===== config.mk =====
export PLATFORM = sky130hd
export DESIGN_NAME = crash_avoid_ctrl_flat
export DESIGN_NICKNAME = d
export VERILOG_FILES = /design/src/rtl/crash_avoid_ctrl_if.sv /design/src/rtl/crash_avoid_ctrl.sv /design/src/flat_wrapper.sv
export SDC_FILE = /design/constraint.sdc
export NUM_CORES = 1
export LEC_CHECK = 0
export ABC_AREA = 1
export CAP_MARGIN = 15
export CORE_ASPECT_RATIO = 0.75
export CORE_MARGIN = 4
export CORE_UTILIZATION = 46
export CTS_BUF_LIST = sky130_fd_sc_hd__clkbuf_4
export DETAILED_ROUTE_END_ITERATION = 12
export PLACE_DENSITY = 0.67
export SKIP_CTS_REPAIR_TIMING = 1
export SKIP_LAST_GASP = 1
export SLEW_MARGIN = 20
export SYNTH_ARGS = -nofsm -noshare
export SYNTH_HDL_FRONTEND = slang
export SYNTH_SLANG_ARGS = --single-unit

===== constraint.sdc =====
create_clock -name clk -period 5.35 [get_ports clk]
set_clock_uncertainty 0.05 [all_clocks]
set_input_delay 0.8025 -clock clk [delete_from_list [all_inputs] [get_ports clk]]
set_output_delay 0.8025 -clock clk [all_outputs]
set_load 0.02 [all_outputs]

===== src/rtl/crash_avoid_ctrl_if.sv =====
// ---------------------------------------------------------------------------
// crash_avoid_ctrl_if
// Drive-command handshake between a command source (master) and the
// crash-avoidance controller (slave).
//   cmd_valid : a drive command is offered
//   cmd_ready : the controller can take a command this cycle
//   cmd_dir   : 00 stop, 01 forward, 10 reverse, 11 spin right
//   cmd_speed : requested 8-bit PWM duty
// A command transfers on a cycle where cmd_valid and cmd_ready are both high.
// ---------------------------------------------------------------------------
interface crash_avoid_ctrl_if;
    logic       cmd_valid;
    logic       cmd_ready;
    logic [1:0] cmd_dir;
    logic [7:0] cmd_speed;

    modport master (
        output cmd_valid,
        output cmd_dir,
        output cmd_speed,
        input  cmd_ready
    );

    modport slave (
        input  cmd_valid,
        input  cmd_dir,
        input  cmd_speed,
        output cmd_ready
    );
endinterface


===== src/rtl/crash_avoid_ctrl.sv =====
// ---------------------------------------------------------------------------
// crash_avoid_ctrl
// Differential-drive motor controller with an automatic obstacle escape.
// Accepts drive commands over a valid/ready handshake and turns them into
// per-wheel PWM and direction.  An obstacle seen while moving forward or
// spinning runs a fixed escape: BRAKE -> REVERSE -> TURN -> HOLDOFF -> IDLE.
//
// Ports
//   clk          : single clock, everything on the rising edge
//   rst_n        : synchronous active-low reset
//   isCrash      : proximity-sensor obstacle flag, asynchronous to clk
//   cmd          : command handshake (crash_avoid_ctrl_if.slave)
//   pwm_left/right : motor PWM outputs
//   dir_left/right : motor direction, 1 = forward, 0 = reverse
//   state        : current FSM state code (IDLE 0 .. HOLDOFF 5)
//   crash_event  : one-cycle pulse on each entry to BRAKE
//   crash_count  : saturating count of BRAKE entries
//
// Build option
//   CRASH_DEBOUNCE_EN : when defined, a crash only triggers after the
//                       synchronized flag has been high 16 cycles in a row.
// ---------------------------------------------------------------------------
module crash_avoid_ctrl #(
    parameter int PWM_DIV        = 450,
    parameter int BRAKE_CYCLES   = 4500,
    parameter int REVERSE_CYCLES = 45000,
    parameter int TURN_CYCLES    = 45000,
    parameter int HOLDOFF_CYCLES = 4500,
    parameter int ESCAPE_DUTY    = 128
) (
    input  logic                clk,
    input  logic                rst_n,
    input  logic                isCrash,
    crash_avoid_ctrl_if.slave   cmd,
    output logic                pwm_left,
    output logic                pwm_right,
    output logic                dir_left,
    output logic                dir_right,
    output logic [2:0]          state,
    output logic                crash_event,
    output logic [7:0]          crash_count
);

    typedef enum logic [2:0] {
        ST_IDLE    = 3'd0,
        ST_DRIVE   = 3'd1,
        ST_BRAKE   = 3'd2,
        ST_REVERSE = 3'd3,
        ST_TURN    = 3'd4,
        ST_HOLDOFF = 3'd5
    } state_t;

    localparam int MAX_BR  = (BRAKE_CYCLES > REVERSE_CYCLES) ? BRAKE_CYCLES : REVERSE_CYCLES;
    localparam int MAX_TH  = (TURN_CYCLES > HOLDOFF_CYCLES) ? TURN_CYCLES : HOLDOFF_CYCLES;
    localparam int MAX_DW  = (MAX_BR > MAX_TH) ? MAX_BR : MAX_TH;
    localparam int DW      = $clog2(MAX_DW + 1);
    localparam int PRE_W   = $clog2(PWM_DIV + 1);

    localparam logic [1:0] DIR_STOP    = 2'b00;
    localparam logic [1:0] DIR_REVERSE = 2'b10;
    localparam logic [1:0] DIR_SPIN    = 2'b11;

    logic             crash_meta;
    logic             crash_s;
    logic             crash_trig;
    logic [PRE_W-1:0] pre_cnt;
    logic [7:0]       pwm_cnt;
    state_t           state_q;
    state_t           state_d;
    logic [DW-1:0]    dwell_q;
    logic [DW-1:0]    dwell_d;
    logic [1:0]       dir_q;
    logic [1:0]       dir_d;
    logic [7:0]       speed_q;
    logic [7:0]       speed_d;
    logic [7:0]       duty;
    logic             drv_left;
    logic             drv_right;
    logic             accept;
    logic             brake_entry;

    assign accept      = cmd.cmd_valid && cmd.cmd_ready;
    assign brake_entry = (state_d == ST_BRAKE) && (state_q != ST_BRAKE);
    assign state       = state_q;

    // Two-flop synchronizer for the asynchronous obstacle flag.
    always_ff @(posedge clk) begin
        if (!rst_n) begin
            crash_meta <= 1'b0;
            crash_s    <= 1'b0;
        end else begin
            crash_meta <= isCrash;
            crash_s    <= crash_meta;
        end
    end

`ifdef CRASH_DEBOUNCE_EN
    // Counts previous consecutive high cycles of crash_s, saturating at 15,
    // so the trigger fires on the 16th consecutive high cycle.
    logic [3:0] deb_cnt;

    always_ff @(posedge clk) begin
        if (!rst_n) begin
            deb_cnt <= 4'd0;
        end else if (!crash_s) begin
            deb_cnt <= 4'd0;
        end else if (deb_cnt != 4'd15) begin
            deb_cnt <= deb_cnt + 4'd1;
        end
    end

    assign crash_trig = crash_s && (deb_cnt == 4'd15);
`else
    assign crash_trig = crash_s;
`endif

    // Free-running PWM timebase; never touched by the FSM so the PWM phase
    // is continuous across state changes.
    always_ff @(posedge clk) begin
        if (!rst_n) begin
            pre_cnt <= '0;
            pwm_cnt <= 8'd0;
        end else if (pre_cnt == PRE_W'(PWM_DIV - 1)) begin
            pre_cnt <= '0;
            pwm_cnt <= pwm_cnt + 8'd1;
        end else begin
            pre_cnt <= pre_cnt + PRE_W'(1);
        end
    end

    // FSM state, dwell counter and latched command registers.
    always_ff @(posedge clk) begin
        if (!rst_n) begin
            state_q <= ST_IDLE;
            dwell_q <= '0;
            dir_q   <= DIR_STOP;
            speed_q <= 8'd0;
        end else begin
            state_q <= state_d;
            dwell_q <= dwell_d;
            dir_q   <= dir_d;
            speed_q <= speed_d;
        end
    end

    // Next-state and per-state motor drive.  In HOLDOFF the dwell counter
    // counts consecutive clear cycles; any high crash_s restarts it.
    always_comb begin
        state_d   = state_q;
        dwell_d   = dwell_q + DW'(1);
        dir_d     = dir_q;
        speed_d   = speed_q;
        duty      = 8'd0;
        drv_left  = 1'b1;
        drv_right = 1'b1;

        case (state_q)
            ST_IDLE: begin
                dwell_d = '0;
                if (accept) begin
                    dir_d   = cmd.cmd_dir;
                    speed_d = cmd.cmd_speed;
                    if ((cmd.cmd_dir != DIR_STOP) && (cmd.cmd_speed != 8'd0)) begin
                        state_d = ST_DRIVE;
                    end
                end
            end

            ST_DRIVE: begin
                dwell_d = '0;
                duty    = speed_q;
                if (dir_q == DIR_REVERSE) begin
                    drv_left  = 1'b0;
                    drv_right = 1'b0;
                end else if (dir_q == DIR_SPIN) begin
                    drv_right = 1'b0;
                end
                // A crash beats a command offered on the same cycle.
                if (crash_trig && (dir_q != DIR_REVERSE)) begin
                    state_d = ST_BRAKE;
                end else if (accept) begin
                    dir_d   = cmd.cmd_dir;
                    speed_d = cmd.cmd_speed;
                    if ((cmd.cmd_dir != DIR_STOP) && (cmd.cmd_speed != 8'd0)) begin
                        state_d = ST_DRIVE;
                    end else begin
                        state_d = ST_IDLE;
                    end
                end
            end

            ST_BRAKE: begin
                if (dwell_q == DW'(BRAKE_CYCLES - 1)) begin
                    state_d = ST_REVERSE;
                end
            end

            ST_REVERSE: begin
                duty      = 8'(ESCAPE_DUTY);
                drv_left  = 1'b0;
                drv_right = 1'b0;
                if (dwell_q == DW'(REVERSE_CYCLES - 1)) begin
                    state_d = ST_TURN;
                end
            end

            ST_TURN: begin
                duty      = 8'(ESCAPE_DUTY);
                drv_right = 1'b0;
                if (dwell_q == DW'(TURN_CYCLES - 1)) begin
                    state_d = ST_HOLDOFF;
                end
            end

            ST_HOLDOFF: begin
                if (crash_s) begin
                    dwell_d = '0;
                end
                if (crash_trig) begin
                    state_d = ST_REVERSE;
                end else if (!crash_s && (dwell_q == DW'(HOLDOFF_CYCLES - 1))) begin
                    state_d = ST_IDLE;
                    dir_d   = DIR_STOP;
                    speed_d = 8'd0;
                end
            end

            default: begin
                state_d = ST_IDLE;
                dwell_d = '0;
            end
        endcase

        if (state_d != state_q) begin
            dwell_d = '0;
        end
    end

    // Registered outputs so that reset forces them to known values and
    // cmd_ready only comes up on the first cycle after reset is released.
    always_ff @(posedge clk) begin
        if (!rst_n) begin
            pwm_left      <= 1'b0;
            pwm_right     <= 1'b0;
            dir_left      <= 1'b1;
            dir_right     <= 1'b1;
            cmd.cmd_ready <= 1'b0;
            crash_event   <= 1'b0;
            crash_count   <= 8'd0;
        end else begin
            pwm_left      <= (pwm_cnt < duty);
            pwm_right     <= (pwm_cnt < duty);
            dir_left      <= drv_left;
            dir_right     <= drv_right;
            cmd.cmd_ready <= (state_d == ST_IDLE) || (state_d == ST_DRIVE);
            crash_event   <= brake_entry;
            if (brake_entry && (crash_count != 8'hFF)) begin
                crash_count <= crash_count + 8'd1;
            end
        end
    end

endmodule


===== src/flat_wrapper.sv =====
// flat-port wrapper written by rule: the top's interface ports become plain ports
module crash_avoid_ctrl_flat 
#(
    parameter int PWM_DIV        = 450,
    parameter int BRAKE_CYCLES   = 4500,
    parameter int REVERSE_CYCLES = 45000,
    parameter int TURN_CYCLES    = 45000,
    parameter int HOLDOFF_CYCLES = 4500,
    parameter int ESCAPE_DUTY    = 128
)
  (clk, rst_n, isCrash, pwm_left, pwm_right, dir_left, dir_right, state, crash_event, crash_count, cmd_cmd_valid, cmd_cmd_dir, cmd_cmd_speed, cmd_cmd_ready);
  crash_avoid_ctrl_if cmd_i ();
  input  logic clk;
  input  logic rst_n;
  input  logic isCrash;
  output logic pwm_left;
  output logic pwm_right;
  output logic dir_left;
  output logic dir_right;
  output logic [2:0] state;
  output logic crash_event;
  output logic [7:0] crash_count;
  input wire logic [$bits(cmd_i.cmd_valid)-1:0] cmd_cmd_valid;
  input wire logic [$bits(cmd_i.cmd_dir)-1:0] cmd_cmd_dir;
  input wire logic [$bits(cmd_i.cmd_speed)-1:0] cmd_cmd_speed;
  output wire logic [$bits(cmd_i.cmd_ready)-1:0] cmd_cmd_ready;
  assign cmd_i.cmd_valid = cmd_cmd_valid;
  assign cmd_i.cmd_dir = cmd_cmd_dir;
  assign cmd_i.cmd_speed = cmd_cmd_speed;
  assign cmd_cmd_ready = cmd_i.cmd_ready;
  crash_avoid_ctrl #(.PWM_DIV(PWM_DIV), .BRAKE_CYCLES(BRAKE_CYCLES), .REVERSE_CYCLES(REVERSE_CYCLES), .TURN_CYCLES(TURN_CYCLES), .HOLDOFF_CYCLES(HOLDOFF_CYCLES), .ESCAPE_DUTY(ESCAPE_DUTY)) u_core (.clk(clk), .rst_n(rst_n), .isCrash(isCrash), .cmd(cmd_i), .pwm_left(pwm_left), .pwm_right(pwm_right), .dir_left(dir_left), .dir_right(dir_right), .state(state), .crash_event(crash_event), .crash_count(crash_count));
endmodule

# After elaboration in Yosys (flattened, before gate mapping)
# Cells that the tools add are included.
totals:
  ff_bits: 61
  input_bits: 14
  output_inout_bits: 17
  wordCells: 86
op_classes:
  add_sub_neg: 4
  magnitude_cmp: 1
  n_eq_ne: 19
  mux: 29
  n_bitwise: 1
  reduce_logical: 18
op_table:
  columns: ["op", "n"]
  rows:
  - ["$mux W8", 4]
  - ["$pmux W16 S2", 1]
  - ["$mux W3", 9]
  - ["$pmux W8 S3", 1]
  - ["$pmux W3 S6", 1]
  - ["$add A16 B1 Y16 const B", 1]
  - ["$add A8 B1 Y8 const B", 2]
  - ["$eq A16 B13 Y1 const B", 1]
  - ["$eq A16 B16 Y1 const B", 1]
  - ["$mux W16", 1]
  - ["$pmux W8 S2", 1]
  - ["$add A9 B1 Y9 const B", 1]
  - ["$eq A3 B2 Y1 const B", 3]
  - ["$eq A9 B9 Y1 const B", 1]
  - ["$lt A8 B8 Y1", 1]
  - ["$mux W2", 4]
  - ["$ne A8 B8 Y1 const B", 1]
  - ["$reduce_bool A8 Y1", 1]
  - ["$eq A3 B1 Y1 const B", 2]
  - ["$eq A3 B3 Y1 const B", 2]
  - ["$logic_and A1 B1 Y1", 6]
  - ["$logic_not A3 Y1", 2]
  - ["$ne A2 B2 Y1 const B", 3]
  - ["$pmux W2 S3", 1]
  - ["other kinds (14)", 21]

# Depth between registers and ports, before layout
# Gate-level depths: netlist (run 1).
depth:
  depth_word: 9
  mapped_depth: 14
  ltp_nobuf: 13

# Worst setup path before layout (run 1)
# No wires, ideal clock.
synth_path:
  path_type: "input port to flip-flop"
  startpoint: "in cmd_cmd_speed[7]"
  endpoint: "reg u_core.dwell_q[12]"
  setup_ns: 0.122
  arrival_time_ns: 1.763
  required_ns: 5.178
  path_slack_ns: 3.415
  cell_stages: 9
  n_path_buf: 1
  cell_sequence: "nor2_1 > nand2_1 > o21ai_0 > a21oi_1 > nor2_1 > nand3_1 > nand2_4 > buf_6 > nor3_2"
synth_between:
  elab_chain_len: 8
  word_cells_on_any_way: 10
  classes_between: "eq/ne: 1; mux: 6; reduce/logical: 3"
synth_rtl:
  columns: ["element", "line", "text"]
  rows:
  - ["from (decl)", "flat_wrapper.sv:25", "input wire logic [$bits(cmd_i.cmd_speed)-1:0] cmd_cmd_speed;"]
  - ["$reduce_bool A8 Y1 *", "crash_avoid_ctrl.sv:163, crash_avoid_ctrl.sv:184", null]
  - ["$logic_and A1 B1 Y1 *", "crash_avoid_ctrl.sv:163, crash_avoid_ctrl.sv:184", null]
  - ["$mux W1", "crash_avoid_ctrl.sv:184", "if ((cmd.cmd_dir != DIR_STOP) && (cmd.cmd_speed != 8'd0)) begin"]
  - ["$mux W3", "crash_avoid_ctrl.sv:181", "end else if (accept) begin"]
  - ["$mux W3", "crash_avoid_ctrl.sv:179", "if (crash_trig && (dir_q != DIR_REVERSE)) begin"]
  - ["$pmux W3 S6 *", "crash_avoid_ctrl.sv:157", "case (state_q)"]
  - ["$ne A3 B3 Y1 *", "crash_avoid_ctrl.sv:234", "if (state_d != state_q) begin"]
  - ["$reduce_or A2 Y1 (no line) *", null, null]
  - ["to (signal assigned)", "crash_avoid_ctrl.sv:140", "dwell_q <= dwell_d;"]
  - ["to (decl)", "crash_avoid_ctrl.sv:70", "logic [DW-1:0] dwell_q;"]
# Mark *: on every way between the ends. The rest lies on a longest branch, timed or not.
# A chain may end at the register's enable or synchronous reset.

# Worst setup path in the final report (run 1)
layout_path:
  startpoint: "in rst_n"
  endpoint: "reg u_core.pre_cnt[3]"
layout_between:
  elab_chain_len: 2
layout_rtl:
  columns: ["element", "line", "text"]
  rows:
  - ["from (decl)", "flat_wrapper.sv:14", "input logic rst_n;"]
  - ["$not A1 Y1 (no line)", null, null]
  - ["$reduce_or A2 Y1 (no line)", null, null]
  - ["to (signal assigned)", "crash_avoid_ctrl.sv:127", "pre_cnt <= pre_cnt + PRE_W'(1);"]
  - ["to (decl)", "crash_avoid_ctrl.sv:66", "logic [PRE_W-1:0] pre_cnt;"]
# Every way passes these cells.

==> reports/qor.txt, run 1 <==
Global-route wire length before repair = 11400 um
Final Instance Area = 3640 um^2
Commonest non-fill, non-tap cell in the layout = nand2_1
DR WL/cell = 12.6 um
Maximum Capacitance Violations = 0
Worst VDD drop = 0.000124 V
Final Core Density = 56.3%
Worst Path Arrival = 2.79 ns
Vias in the first global route = 2484
Critical path type = input port to register
I/O pin cnt = 31
Synthesized Nets = 448
Port Buf Inserts = 30
Number of synthesized register bits = 61
Max Slew Vio Count = 0
CTS Buf Count = 9
Worst Setup End Kind = register
Period utilization = 47.2%
1st-pass router iterations = 5
Die area = 8260 um^2
Synthesized area per cell = 7.47 um^2
Post-synthesis sequential area ratio = 38.7%
Status = finished clean
Worst slew pin tran = 0.676 ns
EDFF count, synth = 0
Initial antenna violation count = 0
CP startpoint kind = input port
DRT antenna net count = 0
Fin. Hold Viols = 0
Flop-to-flop setup slack = 3.16 ns
Setup ws final = 2.83 ns
HP Start = u_core.crash_meta$_SDFF_PN0_
CTS tree = done
Gpl congestion = 0.810
R2R cell count = 7
Routed wire length = 6750 um
Most frequent cells in the layout = 70 x nand2_1, 61 x dfxtp_1, 50 x inv_1, 40 x nor2_1, 31 x a21oi_1
Yosys top cell area share = 38.7%
Unique masters post-synth = 40
Die Ht = 79.7 um
Endpoints failing setup = 0
Max Fclk = 0.396 GHz
Synth top area cells = dfxtp_1 39%, nand2_1 8.3%, inv_1 6.0%, a21oi_1 4.9%, ha_1 4.8%
Final TNS setup = 0 ns
Htree depth = 3
Core footprint = 6470 um^2
GRT Resource Usage Total = 17.2%
Area Growth Syn to Fin = 15.5%
Via count = 2785
P per Cell Area = 241 nW/um^2
Hold path endpoint = u_core.crash_s$_SDFF_PN0_
Antenna cells = 0
Cell Area, Synth = 3150 um^2
Initial DRC Count = 122
Synth async-reset ratio = 0%
Yosys top cell by area = dfxtp_1
Yosys warns = 0
Dpl ws = 2.40 ns
RSZ-0062 raised after global routing = false
CTS max path bufs = 2
Clk slew on worst S/H paths = 0.11 ns
Top FF cell, synth = dfxtp_1
Worst hold path depth = 2
Post-DP Area = 3490 um^2
P_leak = 0.00134 uW
R2r startpoint = u_core.state[1]$_SDFF_PN0_
Tmin final = 2.52 ns
Hold WC Path Type = register to register
CP Data Required Time = 5.62 ns
Syn Inst Count = 422
FP Rows = 25
DRC Markers = 0
Net count reported at finish = 478
Crit path from = rst_n
Die Span X = 104 um
Root Driver = clkbuf_4
Largest net degree at the start of global routing = 22
Critical path fanouts, max = 21
Vias per std cell = 5.18
Slew Limit Headroom = 54.9%
Overall power = 879 uW
Initial Util = 48.7%
Share of cells above drive strength 1 = 11.4%
Crit Reg-Reg Endpoint = u_core.dir_q[1]$_SDFFE_PN0P_
Num Clock Sinks = 61
DP HPWL = 5010 um
Total grt overflow = 0
Clock latency on the worst-skew pair = 0.40 ns
## per-layer routing
layer	wire length [um]	track usage [%]
met5	0	0
met4	87	6.24
met3	415	5.74
met2	2630	23.8
met1	3620	24.7
## worst max-delay path, stage by stage
cell	delay (ns)
clkdlybuf4s50_1	0.85
inv_1	0.50
nor2_1	0.28
inv_1	0.16
nor3b_1	0.20
## area by class of cell
| type | count | area, um^2 |
|---|---|---|
| clock buffers | 10 | 75.1 |
| clock inverters | 6 | 77.6 |
| fillers | 612 | 2830 |
| inverters | 56 | 213 |
| multi-input cells | 294 | 1650 |
| flip-flops and latches | 61 | 1220 |
| well taps | 81 | 101 |
| repair buffers | 30 | 300 |
## flip-flops by register name, summed over array words and instances, names as in the netlist
name                  flops
u_core.dwell_q           16
u_core.pre_cnt            9
u_core.crash_count        8
u_core.pwm_cnt            8
u_core.speed_q            8
u_core.state              3
u_core.dir_q              2
u_core.cmd.cmd_ready      1
u_core.crash_event        1
u_core.crash_meta         1
u_core.crash_s            1
u_core.dir_left           1
u_core.dir_right          1
u_core.pwm_right          1
## per-stage QoR
stage                     hold WS [ns]  cells
after CTS                        0.379    538
final                            0.376    538
after detailed placement         0.355    522
after floorplan                  0.340    422
after global placement           0.345    522
after global routing             0.416    538
## where the power goes
group | internal [uW] | switching, uW | total [uW]
Combinational | 23.3 | 33.9 | 57.3
Clock | 190 | 163 | 353
Sequential | 462 | 6.31 | 468
## cell usage after synthesis, types with 2 or more instances
cell type / count
inv_1: 50
ha_1: 12
xor2_1: 7
buf_4: 2
nor3_2: 10
nor3_1: 21
a21oi_1: 31
dfxtp_1: 61
nand2_1: 70
clkinv_2: 2
a31oi_1: 3
nor2_2: 6
xnor2_1: 4
clkbuf_1: 5
inv_2: 4
nand4_1: 18
nor3b_1: 4
nor2_4: 3
buf_2: 2
buf_6: 2
nand2_2: 8
o211ai_1: 2
nor2_1: 40
nand3_1: 21
nor4_1: 3
o21ai_0: 17
## logic make-up after synthesis
group,synth area share (%)
AOI/OAI and AO/OA,10.8
xor gates and xnor gates,3.05
adders and majority gates,4.76
buffers and inverters,8.85
DFF,38.7
and+or+nand+nor,33.8
## worst max-delay path by stage
stage                                                to  slack [ns]
after floorplan           u_core.dwell_q[12]$_SDFF_PP0_        3.41
after global placement     u_core.pre_cnt[4]$_SDFF_PP0_        2.45
after detailed placement   u_core.pre_cnt[3]$_SDFF_PP0_        2.40
after CTS                  u_core.pre_cnt[3]$_SDFF_PP0_        2.82
after global routing       u_core.pre_cnt[2]$_SDFF_PP0_        2.62
final                      u_core.pre_cnt[3]$_SDFF_PP0_        2.83
Note: power is estimated with default switching activity, not from simulation.
==> run 2, diff against run 1 <==
Settings changed: PLACE_DENSITY 0.67 to 0.69.
Clock period 5.35 ns to 2.1 ns, I/O delays scaled along.
==> reports/qor.txt, run 2 (same netlist as run 1, synthesis figures left out) <==
Vias per std cell = 5.18 (about the same)
FP Rows = 25 (unchanged)
R2R cell count = 12 (was 7)
DRC Markers = 0 (unchanged)
Vias in the first global route = 2547 (was 2484)
Core footprint = 6470 um^2 (unchanged)
Endpoints failing setup = 0 (unchanged)
Total grt overflow = 0 (unchanged)
Number of flip-flops in the largest register = 16 (unchanged)
Initial antenna violation count = 0 (unchanged)
P_leak = 0.00136 uW (was 0.00134 uW)
Die Span X = 104 um (unchanged)
Largest Register = u_core.dwell_q (unchanged)
R2r startpoint = u_core.dwell_q[0]$_SDFF_PP0_ (was u_core.state[1]$_SDFF_PN0_)
HP Start = u_core.crash_meta$_SDFF_PN0_ (unchanged)
Die area = 8260 um^2 (unchanged)
DP HPWL = 5080 um (was 5010 um)
Worst slew pin tran = 0.388 ns (was 0.676 ns)
Tmin final = 1.91 ns
Slew Limit Headroom = 74.0% (was 54.9%)
CTS max path bufs = 2 (unchanged)
Final TNS setup = 0 ns (unchanged)
Port Buf Inserts = 30 (unchanged)
Worst hold path depth = 2 (unchanged)
Via count = 2829 (was 2785)
Maximum Capacitance Violations = 0 (unchanged)
Worst Path Arrival = 2.14 ns (was 2.79 ns)
Max Slew Vio Count = 0 (unchanged)
Share of cells above drive strength 1 = 13.1% (was 11.4%)
Htree depth = 3 (unchanged)
Initial DRC Count = 118 (was 122)
Num Clock Sinks = 61 (unchanged)
Worst Setup End Kind = register (unchanged)
CP Data Required Time = 2.33 ns (was 5.62 ns)
Routed wire length = 6810 um (was 6750 um)
Critical path fanouts, max = 16 (was 21)
Hold WC Path Type = register to register (unchanged)
Dpl ws = 0.0563 ns (was 2.40 ns)
Net count reported at finish = 488 (was 478)
Flop-to-flop setup slack = 0.19 ns (was 3.16 ns)
Period utilization = 90.8%
Most frequent cells in the layout = 70 x nand2_1, 61 x dfxtp_1, 50 x inv_1, 39 x nor2_1, 31 x a21oi_1 (was 70 x nand2_1, 61 x dfxtp_1, 50 x inv_1, 40 x nor2_1, 31 x a21oi_1)
Crit Reg-Reg Endpoint = u_core.dwell_q[15]$_SDFF_PP0_ (was u_core.dir_q[1]$_SDFFE_PN0P_)
Die Ht = 79.7 um (unchanged)
GRT Resource Usage Total = 17.6% (was 17.2%)
CP startpoint kind = register (was input port)
Non-filler cells, final = 546 (was 538)
Initial Util = 48.7% (unchanged)
Worst VDD drop = 0.000281 V (was 0.000124 V)
RSZ-0062 raised after global routing = false (unchanged)
Critical path type = register to register (was input port to register)
Area Growth Syn to Fin = 16.4% (was 15.5%)
Top flop regs = u_core.dwell_q (16), u_core.pre_cnt (9) (unchanged)
Gpl congestion = 0.883 (was 0.810)
Clock latency on the worst-skew pair = 0.40 ns (about the same)
Setup ws final = 0.192 ns (was 2.83 ns)
Fin. Hold Viols = 0 (unchanged)
Max Fclk = 0.524 GHz
Placed cell count = 530 (was 522)
Largest net degree at the start of global routing = 21 (was 22)
Status = finished clean (unchanged)
CTS Buf Count = 9 (unchanged)
P per Cell Area = 536 nW/um^2 (was 241 nW/um^2)
I/O pin cnt = 31 (unchanged)
Global-route wire length before repair = 11800 um (was 11400 um)
1st-pass router iterations = 5 (unchanged)
Hold path endpoint = u_core.crash_s$_SDFF_PN0_ (unchanged)
Clk slew on worst S/H paths = 0.09 ns (was 0.11 ns)
DRT antenna net count = 0 (unchanged)
Hold WS = 0.382 ns (was 0.376 ns)
Commonest non-fill, non-tap cell in the layout = nand2_1 (unchanged)
Root Driver = clkbuf_4 (unchanged)
CTS tree = done (unchanged)
DR WL/cell = 12.5 um (was 12.6 um)
Antenna cells = 0 (unchanged)
==> run 2: cell types whose count changed in the layout (fill, tap and decap cells not counted), sizes merged <==
cell / change
buf: +10
bufinv: -2
==> run 2: critical path, cell delays in order, from the launching register on <==
cell	delay [ns]
dfxtp_1	0.38
ha_1	0.23
nand2_1	0.08
inv_2	0.07
nand2_1	0.06
nor2_2	0.12
nand2_2	0.08
nand2_2	0.10
nand2_2	0.08
nor2_4	0.09
nand3_1	0.12
nand2_4	0.24
nor3_1	0.08
==> run 2: worst max path at each step <==
| stage | startpoint | end | cells after the start | slack, ns |
|---|---|---|---|---|
| 3_5_place_dp | cmd_cmd_speed[7] | u_core.dwell_q[15]$_SDFF_PP0_ | 9 | 0.06 |
| 3_3_place_gp | cmd_cmd_speed[7] | u_core.dwell_q[15]$_SDFF_PP0_ | 9 | 0.09 |
| 6_report | u_core.dwell_q[0]$_SDFF_PP0_ | u_core.dwell_q[15]$_SDFF_PP0_ | 12 | 0.19 |
| 5_1_grt | u_core.dwell_q[0]$_SDFF_PP0_ | u_core.dwell_q[15]$_SDFF_PP0_ | 11 | 0.02 |
| 4_1_cts | u_core.dwell_q[0]$_SDFF_PP0_ | u_core.dwell_q[15]$_SDFF_PP0_ | 9 | 0.11 |
| 2_1_floorplan | u_core.state[0]$_SDFF_PN0_ | u_core.pwm_right$_SDFF_PN0_ | 9 | 0.32 |
==> run 2: metal layers <==
metal  GRT usage [%]  up-vias  part of all wire (%)
met4            4.78        0                   1.1
li1                -     1484                     -
met3            6.39        7                   6.7
met5               0        -                     0
met2            25.4       78                    39
met1            24.8     1260                    53
==> run 2: final cells by class <==
type,instances,area [um^2]
clock buffer,10,75.1
clock inverter,4,17.5
fill,608,2800
inverter,56,213
multi-input combinational,294,1660
sequential,61,1220
tap,81,101
timing repair buffer,40,388
==> run 2: power by group <==
group	internal, uW	switching, uW
clock	232	389
combinational	66.5	89.7
sequential	1180	14.6
==> run 2: through the flow <==
stage / area, um^2 / total power (uW) / utilization (%)
floorplan: 3150 / 1310 / -
global placement: 3550 / 1370 / 54.8
global route: 3670 / 2070 / 56.7
CTS: 3640 / 1990 / 56.3
finish: 3670 / 1970 / 56.7
detailed placement: 3550 / 1370 / 54.8
